File: config.mk
export PLATFORM = sky130hd
export DESIGN_NAME = rr_grant_indexer
export DESIGN_NICKNAME = d
export VERILOG_FILES = /design/src/rtl/rr_grant_indexer.sv
export SDC_FILE = /design/constraint.sdc
export NUM_CORES = 1
export LEC_CHECK = 0
export ABC_AREA = 1
export BUFFER_PORTS_ARGS = -buffer_cell sky130_fd_sc_hd__buf_2
export CORE_ASPECT_RATIO = 1.5
export CORE_MARGIN = 4
export CORE_UTILIZATION = 45
export CTS_CLUSTER_DIAMETER = 30
export DETAILED_ROUTE_END_ITERATION = 10
export PLACE_DENSITY = 0.63
export SYNTH_ARGS = -nofsm -noshare
export SYNTH_HDL_FRONTEND = slang
export SYNTH_SLANG_ARGS = --single-unit
File: constraint.sdc
create_clock -name clk -period 2.58 [get_ports clk]
set_input_delay 0.258 -clock clk [delete_from_list [all_inputs] [get_ports clk]]
set_output_delay 0.258 -clock clk [all_outputs]
set_load 0.005 [all_outputs]
File: src/rtl/rr_grant_indexer.sv
// rr_grant_indexer
//   Round-robin arbiter for 2**IDX_W requesters. It produces a registered
//   grant index and a valid flag that drive the select input of a one-hot
//   decoder. A grant is held until the holder signals done, drops its request,
//   or reaches the optional MAX_HOLD tenure limit.
//
// Ports
//   clk           clock, all state changes on posedge
//   rst           synchronous active-high reset
//   req           level-sensitive request vector, bit i = requester i
//   done          current holder releases its grant (ignored while idle)
//   gnt_idx       index of the current holder (decoder select)
//   gnt_valid     gnt_idx is a live grant
//   hold_timeout  one-cycle pulse after a grant was force-released by MAX_HOLD
//
// state | meaning
// IDLE  | no grant outstanding, arbitrate on any request
// GRANT | gnt_idx holds the grant until release

module rr_grant_indexer #(
  parameter int IDX_W    = 3,
  parameter int MAX_HOLD = 16
) (
  input  logic                    clk,
  input  logic                    rst,
  input  logic [(1<<IDX_W)-1:0]   req,
  input  logic                    done,
  output logic [IDX_W-1:0]        gnt_idx,
  output logic                    gnt_valid,
  output logic                    hold_timeout
);

  localparam int N     = 1 << IDX_W;
  localparam int CNT_W = $clog2(MAX_HOLD) + 1;
  localparam logic [CNT_W-1:0] HOLD_LAST = (MAX_HOLD == 0) ? '0 : CNT_W'(MAX_HOLD - 1);

  typedef enum logic {IDLE, GRANT} state_t;

  state_t             state, state_d;
  logic [IDX_W-1:0]   ptr, ptr_d;
  logic [IDX_W-1:0]   idx_d;
  logic               valid_d;
  logic               to_d;
  logic [CNT_W-1:0]   hold_cnt, cnt_d;

  logic [IDX_W-1:0]   arb_base;
  logic [IDX_W-1:0]   winner;
  logic [IDX_W-1:0]   cand;
  logic               found;
  logic               timeout;
  logic               release_g;

  // On release the new pointer (holder+1) is used for arbitration in the same
  // cycle, so the search base is taken from gnt_idx rather than the stale ptr.
  assign arb_base  = (state == GRANT) ? gnt_idx + IDX_W'(1) : ptr;
  assign timeout   = (MAX_HOLD != 0) && (hold_cnt == HOLD_LAST);
  assign release_g = done | ~req[gnt_idx] | timeout;

  always_comb begin
    winner = '0;
    found  = 1'b0;
    cand   = '0;
    for (int i = 0; i < N; i++) begin
      cand = arb_base + IDX_W'(i);
      if (!found && req[cand]) begin
        winner = cand;
        found  = 1'b1;
      end
    end
  end

  always_comb begin
    state_d = state;
    ptr_d   = ptr;
    idx_d   = gnt_idx;
    valid_d = gnt_valid;
    cnt_d   = hold_cnt;
    to_d    = 1'b0;
    case (state)
      IDLE: begin
        valid_d = 1'b0;
        if (|req) begin
          idx_d   = winner;
          valid_d = 1'b1;
          cnt_d   = '0;
          state_d = GRANT;
        end
      end
      GRANT: begin
        if (release_g) begin
          ptr_d = gnt_idx + IDX_W'(1);
          // Pulse only when the limit alone forced the release.
          to_d  = timeout & ~done & req[gnt_idx];
          if (|req) begin
            idx_d   = winner;
            valid_d = 1'b1;
            cnt_d   = '0;
          end else begin
            valid_d = 1'b0;
            state_d = IDLE;
          end
        end else if (hold_cnt != '1) begin
          cnt_d = hold_cnt + CNT_W'(1);
        end
      end
      default: state_d = IDLE;
    endcase
  end

  always_ff @(posedge clk) begin
    if (rst) begin
      state        <= IDLE;
      ptr          <= '0;
      gnt_idx      <= '0;
      gnt_valid    <= 1'b0;
      hold_timeout <= 1'b0;
      hold_cnt     <= '0;
    end else begin
      state        <= state_d;
      ptr          <= ptr_d;
      gnt_idx      <= idx_d;
      gnt_valid    <= valid_d;
      hold_timeout <= to_d;
      hold_cnt     <= cnt_d;
    end
  end

endmodule

==> impl_metrics.py <==
metrics = {
    "run_status": {
        "status": "completed",
    },
    "power_and_ir_drop": {
        "power_density_mw_per_mm2": 1057,
        "power_leakage_nw": 0.9786,
        "p_seq_share_pct": 14.6,
        "p_total_w": 0.001989,
        "irDropWorstVdd_mv": 0.6112,
        "intPower_w": 0.0008660,
        "p_clk_share_pct": 8.5,
        "combinationalPowerShare_pct": 76.9,
        "power_switching_w": 0.001123,
        "p_sw_share_pct": 56.46,
    },
    "synthesis": {
        "yosys.area_share.simple_pct": 59.15,
        "async_flop_share_pct": 0,
        "synth_compound_area_share_pct": 8.891,
        "synth-xor-area-share_pct": 1.029,
        "avgSynthCellArea_um2": 6.170,
        "synth_flop_cell": "dfxtp_1",
        "synth.most_common_cell": "nand2_1",
        "synth_top_family_by_area": "simple AND/OR/NAND/NOR gates",
        "syn_area_mm2": 0.001703,
        "synth_top_cell_area_share_pct": 16.75,
        "synth.area.top_cells": "nand2_1 17%, dfxtp_1 16%, nand3_1 11%",
        "syn_inst": 276,
        "synth.top_cells.by_count": "76 x nand2_1, 38 x nand3_1, 32 x inv_1",
        "ys_seq_area_share_pct": 16.46,
        "synth-edff-count": 0,
        "synth_area_leader_cell": "nand2_1",
        "synthDistinctLibCells": 32,
        "synthAdderAreaFrac_pct": 3.674,
        "synth_mux_area_share_pct": 0,
        "ys_warn_count": 0,
        "ys_ff_latch": 14,
        "syn-num-nets": 292,
    },
    "cts": {
        "clock_path_buffers": 2,
        "post_cts_buffers": 0,
        "cts_resized": 0,
        "clock_latency_ps": 240,
        "cts_buffers": 3,
        "cts_root_buf": "clkbuf_8",
        "postCtsHoldBufs": 0,
        "cts_tree": "built",
        "clk_pin_slew_worst_paths_ps": 50,
        "clock_sinks": 14,
        "cts_max_level": 1,
    },
    "finish": {
        "layout-drive-gt1-share_pct": 25.34,
        "regArea_um2": 281.5,
        "antenna_cells": 0,
        "multi_input_area_mm2": 0.001239,
        "nFillCells": 388,
        "syn_to_final_growth_pct": 10.51,
        "nets": 314,
        "stdcell_count": 339,
    },
    "routing": {
        "vias": 1725,
        "firstDrtPassIters": 4,
        "via_per_inst": 5.088,
        "drt_wl_total_um": 4413,
        "wl_per_cell_um": 13.02,
        "drt_iter0_drc": 70,
        "final_antenna_net_count": 0,
        "route.detailed.drc": 0,
    },
    "timing": {
        "period_needed_ps": 2334,
        "hold_viol": 0,
        "max_freq_ghz": 0.4285,
        "layout_setup_ws_ps": 246.3,
        "finalSetupTns_ps": 0,
        "worstMarginPinSlew_ps": 364.3,
        "setup_viol": 0,
        "maxSlewViolCount": 0,
        "min_period_over_period_pct": 90.45,
        "rsz0062_at_grt": "false",
        "finClkSkew_ps": 2.932,
        "relSlewSlack_pct": 75.49,
    },
    "global_route": {
        "grt-busiest-layer": "met2",
        "grt_pass1_wl_um": 8093,
        "grtUsageTotal_pct": 20.81,
        "use_met1_pct": 22.80,
        "grt_max_degree": 12,
        "antenna_found_initial": 0,
        "grt-ovfl-total": 0,
        "grt_use_met2_pct": 38.58,
        "grt_pass1_vias": 1817,
        "met3_usage_pct": 1.711,
    },
    "placed_design": {
        "io_buffer_count": 15,
        "gp_congestion": 0.9092,
        "pre_cts_slack_ps": 108.4,
        "dp.cells": 336,
        "post-dp-hpwl_um": 3752,
    },
    "floorplanning": {
        "dieArea_mm2": 0.004852,
        "row_count": 27,
        "core_mm2": 0.003649,
        "die_height_um": 83.34,
        "start_util_pct": 46.67,
        "io_pins": 16,
        "dieWidth_um": 58.23,
    },
    "worst_setup_path": {
        "arrival_ps": 2510,
        "reg2reg_depth": 15,
        "crit_fanout": 5,
        "startpoint_type": "flop",
        "crit_chain": "ha_1 > nand2_1 > nand2_2 > ha_1 > inv_1 > nand3_1 > nand2_1 > inv_1 > o21ai_1 > inv_1 > nor2_1 > nand2_1 > nand3_1 > nor2_1 > nor2_1",
        "max_stage_delay_ps": 340,
        "critPathKind": "reg -> reg",
        "end_kind": "flop",
        "cp_slowest_cell": "ha_1",
        "worstPathRequired_ps": 2760,
    },
    "hold_path": {
        "worstHoldPathType": "in -> reg",
        "worstHoldPathCells": 4,
    },
    "flow_run": {
        "cap_violations": 0,
    },
}
-- worst paths after layout --
check,startpoint,end,slack [ps]
worst min-delay path,done,hold_timeout,270
worst max register to register,gnt_idx[0],gnt_idx[1],250
worst max-delay path,gnt_idx[0],gnt_idx[1],250
worst min register to register,gnt_valid,gnt_valid,460
-- final cells by class --
type,instances,share of cell area [%]
clock buffers,3,2.194
inverters,37,7.779
multi-input cells,221,65.82
flip-flops and latches,14,14.96
well taps,43,2.859
repair buffers,21,6.383
-- power by group through the flow --
stage	sequential, W	combinational [W]	clock [W]
after floorplan	0.000288	0.00119	0
after global placement	0.000294	0.00152	0
after detailed placement	0.000294	0.00152	0
after CTS	0.000290	0.00153	0.000177
after global routing	0.000295	0.00174	0.000187
final	0.000289	0.00153	0.000170
-- sequential cells by signal (all words and copies together), names as in the netlist --
| name | cells |
|---|---|
| hold_timeout | 1 |
| ptr | 3 |
| gnt_valid | 1 |
| hold_cnt | 5 |
| gnt_idx | 3 |
| state | 1 |
-- cells in the final DEF (no fill, tap or decap), types with 4 or more instances in the layout --
cell / Yosys / layout
buf_2: 0 / 15
dfxtp_1: 14 / 13
nand3_2: 6 / 6
ha_1: 5 / 5
nand2_2: 24 / 24
a21oi_1: 12 / 12
inv_2: 4 / 4
nand2_1: 76 / 76
o21ai_0: 10 / 10
buf_4: 1 / 6
nor2_1: 19 / 19
nand3_1: 38 / 38
nand2_4: 9 / 9
inv_1: 32 / 32
-- routing by layer --
layer  vias up  share of wire (%)
met5         -                  0
met4         0                3.1
met3        17                2.5
met2        37                 54
met1       747                 40
li1        924                  -
-- logic make-up after synthesis --
| family | count (synthesis) |
|---|---|
| simple gates | 186 |
| buf+inv | 41 |
| compound gates | 28 |
| flops | 14 |
| fa+ha+maj | 5 |
| xor+xnor | 2 |
-- worst max-delay path, delay by kind of cell (launching register included) --
kind                     cells  cell delay (ps)
AND/OR/NAND/NOR              9              810
adder cells (fa/ha/maj)      2              650
flip-flops                   1              330
AO/OA/AOI/OAI                1              280
buffers and inverters        3              210
-- stage by stage --
stage | util, % | hold slack (ps) | area, um2
after floorplan | - | 424.9 | 1703
after CTS | 51.54 | 267.7 | 1881
after global placement | 50.41 | 450.1 | 1839
after global routing | 51.58 | 308.6 | 1882
final | 51.58 | 270.1 | 1882
after detailed placement | 50.41 | 450.1 | 1839
(Power assumes the default switching activity.)
